==> src/rtl/game_pkg.sv <==
// Shared types and constants for the snakes-and-ladders turn controller:
// FSM state encoding, position width and the board-map source/destination table.
package game_pkg;

    localparam int unsigned POS_W = 7;
    localparam int unsigned MAP_N = 6;

    typedef enum logic [2:0] {
        StIdle,
        StReady,
        StRoll,
        StSample,
        StMove,
        StJump,
        StUpdate,
        StDone
    } game_state_e;

    // Entry i maps MAP_SRC[i] to MAP_DST[i]; ladders first, then snakes.
    localparam logic [MAP_N-1:0][POS_W-1:0] MAP_SRC = {
        7'd51, 7'd39, 7'd27, 7'd11, 7'd5, 7'd3
    };
    localparam logic [MAP_N-1:0][POS_W-1:0] MAP_DST = {
        7'd19, 7'd3, 7'd1, 7'd26, 7'd8, 7'd22
    };

    function automatic logic dice_ok(input logic [2:0] d);
        return (d != 3'd0) && (d != 3'd7);
    endfunction

endpackage

==> src/rtl/board_map.sv <==
// Combinational board map: returns the square a piece ends on after any
// snake or ladder at the target square; unlisted squares pass through.
module board_map
    import game_pkg::*;
(
    input  logic [POS_W-1:0] target,
    output logic [POS_W-1:0] landed
);

    always_comb begin
        landed = target;
        for (int i = 0; i < int'(MAP_N); i++) begin
            if (target == MAP_SRC[i]) begin
                landed = MAP_DST[i];
            end
        end
    end

endmodule

==> src/rtl/game_turn_controller.sv <==
// Turn sequencer for a 2..4 player snakes-and-ladders game.
// Optional macro SL_EXTRA_TURN_EN: a captured 6 without a win keeps the same player.
module game_turn_controller
    import game_pkg::*;
#(
    parameter int unsigned NUM_PLAYERS = 2,
    parameter int unsigned BOARD_MAX   = 100
) (
    input  logic        clk,
    input  logic        reset,
    input  logic        start,
    input  logic        roll_btn,
    input  logic [2:0]  dice_value,
    output logic        dice_roll,
    output logic [1:0]  active_player,
    output logic [27:0] positions,
    output logic        busy,
    output logic        turn_done,
    output logic        winner_valid,
    output logic [1:0]  winner_id
);

    localparam logic [1:0]       LastPlayer = 2'(NUM_PLAYERS - 1);
    localparam logic [7:0]       BoardMaxW  = 8'(BOARD_MAX);
    localparam logic [POS_W-1:0] BoardMaxP  = POS_W'(BOARD_MAX);

    game_state_e             state_q, state_d;
    logic [3:0][POS_W-1:0]   pos_q, pos_d;
    logic [1:0]              active_q, active_d;
    logic [1:0]              winner_q, winner_d;
    logic [2:0]              dice_q, dice_d;
    logic [POS_W-1:0]        target_q, target_d;

    logic [POS_W-1:0]        cur_pos;
    logic [7:0]              sum;
    logic [POS_W-1:0]        landed;
    logic                    keep_turn;

    assign cur_pos = pos_q[active_q];
    assign sum     = {1'b0, cur_pos} + {5'b0, dice_q};

    board_map u_board_map (
        .target (target_q),
        .landed (landed)
    );

`ifdef SL_EXTRA_TURN_EN
    assign keep_turn = (dice_q == 3'd6);
`else
    assign keep_turn = 1'b0;
`endif

    always_comb begin
        state_d  = state_q;
        pos_d    = pos_q;
        active_d = active_q;
        winner_d = winner_q;
        dice_d   = dice_q;
        target_d = target_q;

        unique case (state_q)
            StIdle: begin
                if (start) begin
                    state_d  = StReady;
                    pos_d    = '0;
                    active_d = 2'd0;
                    winner_d = 2'd0;
                end
            end
            StReady: begin
                // start wins over roll_btn and restarts on a clean board
                if (start) begin
                    pos_d    = '0;
                    active_d = 2'd0;
                    winner_d = 2'd0;
                end else if (roll_btn) begin
                    state_d = StRoll;
                end
            end
            StRoll: begin
                state_d = StSample;
            end
            StSample: begin
                dice_d  = dice_value;
                state_d = dice_ok(dice_value) ? StMove : StRoll;
            end
            StMove: begin
                // exact landing: overshooting the last square leaves the piece in place
                target_d = (sum > BoardMaxW) ? cur_pos : sum[POS_W-1:0];
                state_d  = StJump;
            end
            StJump: begin
                pos_d[active_q] = landed;
                state_d         = StUpdate;
            end
            StUpdate: begin
                if (cur_pos == BoardMaxP) begin
                    winner_d = active_q;
                    state_d  = StDone;
                end else begin
                    if (!keep_turn) begin
                        active_d = (active_q == LastPlayer) ? 2'd0 : active_q + 2'd1;
                    end
                    state_d = StReady;
                end
            end
            StDone: begin
                if (start) begin
                    pos_d    = '0;
                    active_d = 2'd0;
                    winner_d = 2'd0;
                    state_d  = StReady;
                end
            end
            default: begin
                state_d = StIdle;
            end
        endcase
    end

    always_ff @(posedge clk or posedge reset) begin
        if (reset) begin
            state_q  <= StIdle;
            pos_q    <= '0;
            active_q <= 2'd0;
            winner_q <= 2'd0;
            dice_q   <= 3'd0;
            target_q <= '0;
        end else begin
            state_q  <= state_d;
            pos_q    <= pos_d;
            active_q <= active_d;
            winner_q <= winner_d;
            dice_q   <= dice_d;
            target_q <= target_d;
        end
    end

    assign dice_roll     = (state_q == StRoll);
    assign turn_done     = (state_q == StUpdate);
    assign winner_valid  = (state_q == StDone);
    assign winner_id     = winner_q;
    assign active_player = active_q;
    assign busy          = !((state_q == StIdle) || (state_q == StReady) || (state_q == StDone));

    always_comb begin
        positions = '0;
        for (int i = 0; i < 4; i++) begin
            if (i < int'(NUM_PLAYERS)) begin
                positions[i*POS_W +: POS_W] = pos_q[i];
            end
        end
    end

endmodule

==> config.mk <==
export PLATFORM = sky130hd
export DESIGN_NAME = game_turn_controller
export DESIGN_NICKNAME = d
export VERILOG_FILES = /design/src/rtl/game_pkg.sv /design/src/rtl/board_map.sv /design/src/rtl/game_turn_controller.sv
export SDC_FILE = /design/constraint.sdc
export NUM_CORES = 1
export LEC_CHECK = 0
export ABC_AREA = 1
export BUFFER_PORTS_ARGS = -buffer_cell sky130_fd_sc_hd__buf_2
export CORE_MARGIN = 2
export CORE_UTILIZATION = 51
export DETAILED_ROUTE_END_ITERATION = 12
export HOLD_SLACK_MARGIN = 0.08
export PLACE_DENSITY = 0.75
export SETUP_SLACK_MARGIN = 0.3
export SLEW_MARGIN = 20
export SYNTH_ARGS = -nofsm -noshare
export SYNTH_HDL_FRONTEND = slang
export SYNTH_SLANG_ARGS = --single-unit
==> constraint.sdc <==
create_clock -name clk -period 2.3 [get_ports clk]
set_input_delay 0.46 -clock clk [delete_from_list [all_inputs] [get_ports clk]]
set_output_delay 0.46 -clock clk [all_outputs]
set_load 0.1 [all_outputs]
==> results of run 1 <==
## flip-flops by register name, indices dropped and copies added, names as in the netlist
register       count
winner_id          2
positions         14
target_q           7
dice_q             3
state_q            3
pos_q             14
active_player      2
## what timing repair did
item	4_1_cts	5_1_grt
setup endpoints to repair	8	35
setup buffers	4	1
pin swaps	4	0
resized for setup	7	13
hold endpoints to repair	0	0
## kinds of logic (layout without fill, tap and decap cells)
logic type / Yosys count / after routing / share of synthesized area
xor+xnor: 2 / 2 / 0.00609
compound gates: 56 / 56 / 0.130
flops: 45 / 45 / 0.391
simple gates: 171 / 171 / 0.274
buf+inv: 98 / 128 / 0.178
fa+ha+maj: 4 / 4 / 0.0200
other cells: 1 / 14 / 0.00130
## path summary, 6_finish.rpt
check,end,slack [ns],depth (start not counted),start
setup / recovery,target_q[3],-0.33,19,active_player[1]
hold / removal,active_player[1],0.21,2,reset
setup reg to reg,target_q[3],-0.33,19,active_player[1]
hold reg to reg,winner_id[0],0.49,2,winner_id[0]
max in group asynchronous,positions[5],1.48,3,reset
min in group clk,dice_q[2],0.39,3,dice_value[2]
## placed cells by master, fill, tap and decap left out, types with 2 or more instances in the layout
cell,n
a21oi_1,3
a21oi_2,2
a21oi_4,4
buf_2,26
buf_4,25
clkbuf_8,5
clkinv_4,2
conb_1,14
dfrtp_1,42
dfrtp_4,2
inv_1,57
inv_2,4
inv_4,3
nand2_1,99
nand2_2,10
nand3_1,17
nand3b_1,2
nand4_1,4
nor2_1,15
nor2_2,7
nor2_4,6
nor3_1,4
nor3_2,2
nor3_4,2
o21ai_0,7
o21ai_1,4
o22ai_1,29
o22ai_2,3
## worst max-delay path: stages (launching register included)
cell,delay [ns]
dfrtp_4,0.53
buf_12,0.14
nor2_4,0.10
inv_4,0.05
o22ai_2,0.09
nor3_2,0.07
inv_1,0.06
ha_2,0.16
inv_2,0.04
fa_2,0.34
o21ai_2,0.13
nand2_1,0.09
nor2_2,0.12
nor2_2,0.05
nor2_4,0.12
nand3_4,0.13
nand2_4,0.10
nand2_1,0.05
nand3_1,0.07
nand2_1,0.05
## metal layers
metal	global-route usage	wire length [microns]	vias up
met5	0	0	-
met4	0.0707	88	0
met3	0.0455	292	9
met2	0.378	3280	50
met1	0.286	2840	1183
li1	-	-	1247
## per-stage QoR
stage,instance area [sq um],worst slack [ns],cells
3_3_place_gp,3120,-0.245,479
6_report,3350,-0.325,492
5_1_grt,3350,-0.523,492
2_1_floorplan,2980,-0.498,390
3_5_place_dp,3120,-0.313,479
4_1_cts,3290,-0.301,491
## layout make-up
class                   instances  area share
clock buffers                   6      0.0217
multi-input cells             247       0.417
repair buffers                 54       0.106
inverters                      66      0.0777
well taps                      72      0.0269
flip-flops and latches         45       0.339
clock inverters                 2      0.0116
==> run_results.csv, run 1 <==
group,metric,value,unit
die,core-area,5470,sq um
sta,final_hold_viol_count,0,
synth,synth_area_leaders,"dfrtp_1, nand2_1, inv_1",
setup_path,crit_type,"reg2reg",
clock_network,cts_sinks,45,
route,wire_per_inst,13.2,microns
finish,drive_above_1_share,0.276,
finish,register_area,1130,sq um
route,ant_nets,0,
synth,synth_cells,377,
route,detail_route.wirelength,6.51,mm
synth,synth_commonest_cells,"nand2_1, inv_1, dfrtp_1",
route,drc_errors,0,
finish,final_core_util,0.612,
clock_network,cts_tree,"done",
synth,yosysSeqAreaShare,0.391,
flow_run,cap_viol_max_count,0,
min_path,hold_path.class,"in2async",
place,port-buffer-count,28,
place,hpwl,5.06,mm
synth,synth-seq-cells,45,
sta,worst_slew_pin_slew,0.846,ns
setup_path,cp_max_fo,7,
place,gp_congestion,0.926,
clock_network,clkLatencyLatePin,0.31,ns
global_routing,grt_max_degree,25,
setup_path,cp.required,2.50,ns
setup_path,setup.worst_path.end_class,"flip-flop",
global_routing,grt_first_pass_wirelength,11.0,mm
route,dr_total_vias,2489,
sta,whs,0.205,ns
sta,tns,-2.11,ns
sta,period_share,1.14,
synth,yosysWarnings,0,
global_routing,grt_antenna_before_repair,0,
synth,syn-cell-area,2880,sq um
sta,max_freq,381,MHz
finish,diodes,0,
global_routing,overflow,0,
sta,slew_viol_final,0,
synth,synth_ff_type,"dfrtp_1",
clock_network,clk_pin_slew,0.09,ns
sta,setup_slack,-0.325,ns
synth,synth_top_cell_area_share,0.391,
die,rows,27,
finish,fillers,514,
synth,synth-edff-count,0,
status,status,"finished, violations left",
sta,finalSetupViolCount,7,
route,viasPerCell,5.06,
die,start_util,0.526,
sta,relSlewSlack,0.433,
sta,fin_crit,2.63,ns
die,die_w,79.1,microns
finish,multi_input_area,1400,sq um
global_routing,grt_pass1_vias,2424,
sta,grt_setup_unrepaired,"true",
sta,skew,0.0122,ns
clock_network,cts_buffer_depth,2,
synth,synth_most_common_cell,"nand2_1",
global_routing,grt_usage,0.223,
synth,synth_largest_area_cell,"dfrtp_1",
route,first_pass_iters,4,
die,pin_count,43,
setup_path,critPathLaunchType,"flip-flop",
status,violations,"setup timing",
route,first_iter_violations,135,
setup_path,worstPathArrival,2.82,ns
synth,avgSynthCellArea,7.64,sq um
clock_network,numCtsBuffers,5,
die,die_h,79.1,microns
synth,synthArstFlopShare,1.00,
die,die_area,6260,sq um
finish,syn_to_final_growth,16.3,%
clock_network,cts-root-buf,"clkbuf_8",
clock_network,htreeDepth,2,
clock_network,hold_buffers,0,
synth,yosysUniqueCellTypes,38,
finish,nNetsFinal,430,
Power of run 1 is left out: the tool's default activity adds up to more than one toggle a clock period on the data nets, which glitch-free logic cannot reach.
==> run 2, diff against run 1 <==
--- a/config.mk
+++ b/config.mk
@@ -12,7 +12,7 @@
 export DETAILED_ROUTE_END_ITERATION = 12
 export HOLD_SLACK_MARGIN = 0.08
 export PLACE_DENSITY = 0.75
-export SETUP_SLACK_MARGIN = 0.3
+export SETUP_SLACK_MARGIN = 0.15
 export SLEW_MARGIN = 20
 export SYNTH_ARGS = -nofsm -noshare
 export SYNTH_HDL_FRONTEND = slang
==> run 2 against run 1 <==
  * The flow still finishes with violations (setup timing)
  * Core utilization is 1.6 points lower
  * Highest routed layer unchanged
  * Clock skew is 0.00060 ns lower
  * Cell count is 0.61% lower
==> run_results.csv, run 2 (same netlist as run 1, synthesis figures left out) <==
group,metric,value,unit
die,rows,27,
setup_path,r2r_slack,-0.28,ns
setup_path,worstPathArrival,2.77,ns
route,drc_errors,0,
setup_path,crit_slowest_cell,"dfrtp_4",
clock_network,numCtsBuffers,5,
route,wire_per_inst,13.9,microns
status,status,"finished, violations left",
global_routing,grt_pass1_vias,2372,
route,first_iter_violations,177,
finish,nNetsFinal,427,
route,ant_nets,0,
setup_path,critPathLaunchType,"flip-flop",
setup_path,critical_path.max_stage_delay,0.55,ns
sta,grt_setup_unrepaired,"true",
clock_network,cts-root-buf,"clkbuf_8",
setup_path,path_buf_inv,3,
setup_path,r2r-end,"target_q[0]",
clock_network,cts_sinks,45,
setup_path,setup.worst_path.end_class,"flip-flop",
setup_path,crit_chain,"inv_6 -> nand2_4 -> o22ai_4 -> nor3_2 -> inv_1 -> ha_1 -> inv_2 -> fa_2 -> o21ai_2 -> nand3_1 -> nand2_2 -> nand3_2 -> nand3_4 -> nand3_1 -> nand3_1 -> nand2_1",
flow_run,cap_viol_max_count,0,
place,hpwl,5.05,mm
sta,slew_viol_final,0,
finish,stdcell_area,3260,sq um
global_routing,overflow,0,
setup_path,crit_type,"reg2reg",
die,start_util,0.526,
clock_network,clk_pin_slew,0.09,ns
die,die_area,6260,sq um
clock_network,clkLatencyLatePin,0.30,ns
route,detail_route.wirelength,6.82,mm
min_path,hold_path.class,"in2async",
place,port-buffer-count,28,
global_routing,grt_max_degree,24,
setup_path,cp_max_fo,7,
clock_network,cts_tree,"done",
die,die_h,79.1,microns
setup_path,crit_family,"simple AND/OR/NAND/NOR gates",
sta,relSlewSlack,0.403,
finish,mostFrequentLayoutCell,"nand2_1",
route,dr_total_vias,2510,
sta,finalSetupViolCount,7,
setup_path,cp_common_cell,"nand3_1",
finish,final_cell_mix,"nand2_1, inv_1, dfrtp_1",
setup_path,ff2ff_path_depth,16,
sta,final_hold_viol_count,0,
sta,worst_slew_pin_slew,0.890,ns
finish,drive_above_1_share,0.254,
setup_path,cp.required,2.49,ns
place,pre_cts_ws,-0.302,ns
route,viasPerCell,5.13,
route,first_pass_iters,4,
sta,fin_crit,2.58,ns
finish,syn_to_final_growth,13.3,%
global_routing,grt_antenna_before_repair,0,
sta,setup_slack,-0.276,ns
die,die_w,79.1,microns
place,dpl-instance-area,3080,sq um
setup_path,rr_startpoint,"active_player[1]",
sta,skew,0.0116,ns
global_routing,grt_usage,0.227,
setup_path,worstSetupEndpoint,"target_q[0]",
status,violations,"setup timing",
global_routing,grt_first_pass_wirelength,11.0,mm
setup_path,startpoint,"active_player[1]",
die,core-area,5470,sq um
finish,diodes,0,
die,pin_count,43,
clock_network,cts_buffer_depth,2,
place,gp_congestion,0.882,
setup_path,cp_num_cells,16,
sta,period_share,1.12,
sta,max_freq,388,MHz
clock_network,htreeDepth,2,
## run 2: cell types whose count changed in the layout (fill, tap and decap cells not counted), moves of 2 or more
| cell | delta |
|---|---|
| nor2_1 | +3 |
| nand2_2 | -2 |
| clkinvlp_4 | +2 |
| nor2_2 | -2 |
| a21oi_2 | +3 |
| buf_4 | -3 |
| a21oi_4 | -3 |
| ha_1 | +2 |
## run 2: cell type report
class                           count  area (sq um)
Sequential cell                    45          1130
Clock buffer                        6          72.6
Multi-Input combinational cell    247          1360
Fill cell                         513          2210
Tap cell                           72          90.1
Clock inverter                      2          15.0
Inverter                           66           263
Timing Repair Buffer               51           332
## run 2: what timing repair did
action	4_1_cts	5_1_grt
resized for setup	8	5
endpoints found under the setup margin	8	8
pin swaps	7	7
hold buffers	0	0
buffers inserted	4	3
## run 2: through the flow
stage / hold WS (ns) / utilization / TNS [ns] / cells
2_1_floorplan: 0.448 / - / -3.27 / 390
3_3_place_gp: 0.467 / 0.563 / -1.45 / 474
3_5_place_dp: 0.478 / 0.563 / -1.93 / 474
4_1_cts: 0.250 / 0.589 / -1.70 / 486
5_1_grt: 0.285 / 0.596 / -2.95 / 489
6_report: 0.224 / 0.596 / -1.76 / 489
## run 2: worst min path at each step
stage                    to  slack (ns)  cells past startpoint
6_report          pos_q[17]        0.22                      2
5_1_grt           dice_q[2]        0.28                      2
4_1_cts           pos_q[17]        0.25                      2
3_5_place_dp   winner_id[0]        0.48                      2
3_3_place_gp   winner_id[0]        0.47                      2
2_1_floorplan     dice_q[2]        0.45                      2
## run 2: per-layer routing
metal  vias up  GRT usage  part of all wire
met4         0     0.0897             0.022
met5         -          0                 0
met1      1176      0.280              0.44
met2        75      0.392              0.49
li1       1242          -                 -
met3        17     0.0443             0.048
Power of run 2 is left out for the same reason.
==> run 3, diff against run 2 <==
--- a/config.mk
+++ b/config.mk
@@ -6,12 +6,12 @@
 export NUM_CORES = 1
 export LEC_CHECK = 0
 export ABC_AREA = 1
-export BUFFER_PORTS_ARGS = -buffer_cell sky130_fd_sc_hd__buf_2
 export CORE_MARGIN = 2
 export CORE_UTILIZATION = 51
 export DETAILED_ROUTE_END_ITERATION = 12
+export DONT_BUFFER_PORTS = 1
 export HOLD_SLACK_MARGIN = 0.08
-export PLACE_DENSITY = 0.75
+export PLACE_DENSITY = 0.69
 export SETUP_SLACK_MARGIN = 0.15
 export SLEW_MARGIN = 20
 export SYNTH_ARGS = -nofsm -noshare
==> run 3 against run 2 <==
  * The run still ends with setup timing left
  * Clock-buffer cell count is 1 higher
  * Setup slack worse by 0.13 ns
  * Via count is 1.1% higher
  * Clock skew is 0.0055 ns lower
  * Sequential cell count stayed put
  * Critical path depth is 3 higher
  * Register-to-register slack worse by 0.13 ns
  * Worst hold slack worse by 0.14 ns
  * Routed wire length is 2.2% lower
  * Sequential share of layout area is 1.1 points lower
  * Maximum frequency is 4.9% lower
  * Highest routed layer unchanged
==> run_results.csv, run 3 (same netlist as run 1, synthesis figures left out) <==
group,metric,value,unit
status,status,"finished, violations left",
status,violations,"setup timing",
route,viasPerCell,5.19,
sta,period_share,1.18,
finish,diodes,0,
clock_network,cts-root-buf,"clkbuf_8",
place,dp_cells,475,
power,max-vdd-ir-drop,0.942,mV
power,switching_share,0.548,
power,switching_power,3010,uW
sta,grt_setup_unrepaired,"true",
setup_path,rr_startpoint,"active_player[1]",
setup_path,cp.required,2.49,ns
die,start_util,0.526,
global_routing,grt_first_pass_wirelength,11.0,mm
die,pin_count,43,
route,first_pass_iters,5,
global_routing,grt_max_degree,21,
min_path,hold_path.class,"in2async",
sta,slew_viol_final,0,
place,gp_congestion,0.886,
sta,setup_slack,-0.409,ns
power,power,5490,uW
setup_path,crit_slowest_cell,"dfrtp_4",
die,die_h,79.1,microns
setup_path,cp_max_fo,7,
finish,nNetsFinal,427,
finish,final_cell_mix,"nand2_1, inv_1, buf_4",
clock_network,htreeDepth,2,
finish,fillers,488,
global_routing,overflow,0,
power,power_density,1630,nW/um^2
finish,drive_above_1_share,0.254,
power,combPwrFrac,0.646,
die,rows,27,
clock_network,cts_sinks,45,
global_routing,grt_antenna_before_repair,0,
sta,worst_slew_pin_slew,0.753,ns
power,p_leak,0.00170,uW
die,die_area,6260,sq um
sta,skew,0.00610,ns
global_routing,grt_usage,0.225,
clock_network,cts_buffer_depth,2,
finish,mostFrequentLayoutCell,"nand2_1",
clock_network,clk_pin_slew,0.08,ns
power,seq_power_share,0.242,
setup_path,ff2ff_path_depth,19,
finish,fin_cells,489,
route,wire_per_inst,13.6,microns
sta,finalSetupViolCount,7,
clock_network,numCtsBuffers,5,
sta,relSlewSlack,0.495,
route,ant_nets,0,
finish,syn_to_final_growth,17.0,%
route,detail_route.wirelength,6.67,mm
clock_network,hold_buffers,0,
route,first_iter_violations,172,
sta,tns,-2.71,ns
die,die_w,79.1,microns
route,drc_errors,0,
sta,fin_crit,2.71,ns
sta,final_hold_viol_count,0,
setup_path,r2r-end,"target_q[1]",
place,hpwl,5.13,mm
setup_path,crit_type,"reg2reg",
setup_path,r2r_slack,-0.41,ns
die,core-area,5470,sq um
setup_path,worstPathArrival,2.90,ns
clock_network,clkLatencyLatePin,0.30,ns
place,port-buffer-count,0,
setup_path,critical_path.max_stage_delay,0.52,ns
setup_path,crit_chain,"buf_12 -> nor2_4 -> inv_4 -> o22ai_4 -> nor3_2 -> inv_1 -> ha_2 -> inv_2 -> fa_2 -> o21ai_2 -> nand2_2 -> nor2_2 -> nor2_2 -> nor2_4 -> nand3_4 -> nand2_4 -> nand2_1 -> nand3_1 -> nand2_1",
clock_network,cts_tree,"done",
setup_path,critPathLaunchType,"flip-flop",
flow_run,cap_viol_max_count,0,
setup_path,setup.worst_path.end_class,"flip-flop",
power,cellInternalPower,2490,uW
global_routing,grt_pass1_vias,2342,
place,pre_cts_ws,-0.304,ns
route,dr_total_vias,2537,
sta,max_freq,369,MHz
power,clockPowerShare,0.112,
[run 3: timing repair]
item                       CTS  global route
setup endpoints to repair    8            12
pin swaps                    2             6
setup buffers                0             6
cloned                       0             0
gates resized for setup      2            11
[run 3: metrics by stage]
stage / hold WS, ns / utilization / cell area (sq um)
2_1_floorplan: 0.448 / - / 2980
3_3_place_gp: 0.417 / 0.578 / 3160
3_5_place_dp: 0.421 / 0.578 / 3160
4_1_cts: 0.0947 / 0.602 / 3290
5_1_grt: 0.116 / 0.615 / 3370
6_report: 0.0852 / 0.615 / 3370
[run 3: worst max path at each step]
stage | startpoint | depth (start not counted) | slack (ns) | to
global route | active_player[1] | 19 | -0.60 | target_q[0]
floorplan | active_player[0] | 20 | -0.50 | target_q[1]
global placement | active_player[1] | 19 | -0.23 | target_q[3]
detailed placement | active_player[1] | 18 | -0.30 | target_q[2]
CTS | active_player[1] | 18 | -0.33 | target_q[2]
finish | active_player[1] | 19 | -0.41 | target_q[1]
[run 3: power groups by stage]
stage	Clock (uW)	Sequential, uW	Combinational [uW]
2_1_floorplan	0	1370	2720
3_3_place_gp	0	1330	3340
3_5_place_dp	0	1340	3370
4_1_cts	628	1330	3420
5_1_grt	663	1370	3840
6_report	613	1330	3550
[run 3: routing by layer]
layer  vias to the layer above  track usage  part of all wire
li1                       1246            -                 -
met3                         9       0.0341             0.053
met5                         -            0                 0
met2                        65        0.376              0.50
met1                      1217        0.295              0.43
met4                         0       0.0862             0.015
[run 3: layout make-up]
class,instances,area (sq um),share of cell area
Clock buffer,7,86.3,0.0256
Multi-Input combinational cell,247,1360,0.403
Tap cell,72,90.1,0.0267
Clock inverter,1,30.0,0.00892
Inverter,66,260,0.0773
Timing Repair Buffer,51,412,0.122
Sequential cell,45,1130,0.337
[run 3: worst max-delay path: cells and delay by family (launching register included)]
kind	cells	cell delay, ns
AO/OA/AOI/OAI	2	0.27
adder cells (fa/ha/maj)	2	0.50
buffers and inverters	4	0.31
flip-flops	1	0.52
AND/OR/NAND/NOR	11	1.00
No activity file was read; power rests on OpenSTA's default activity.
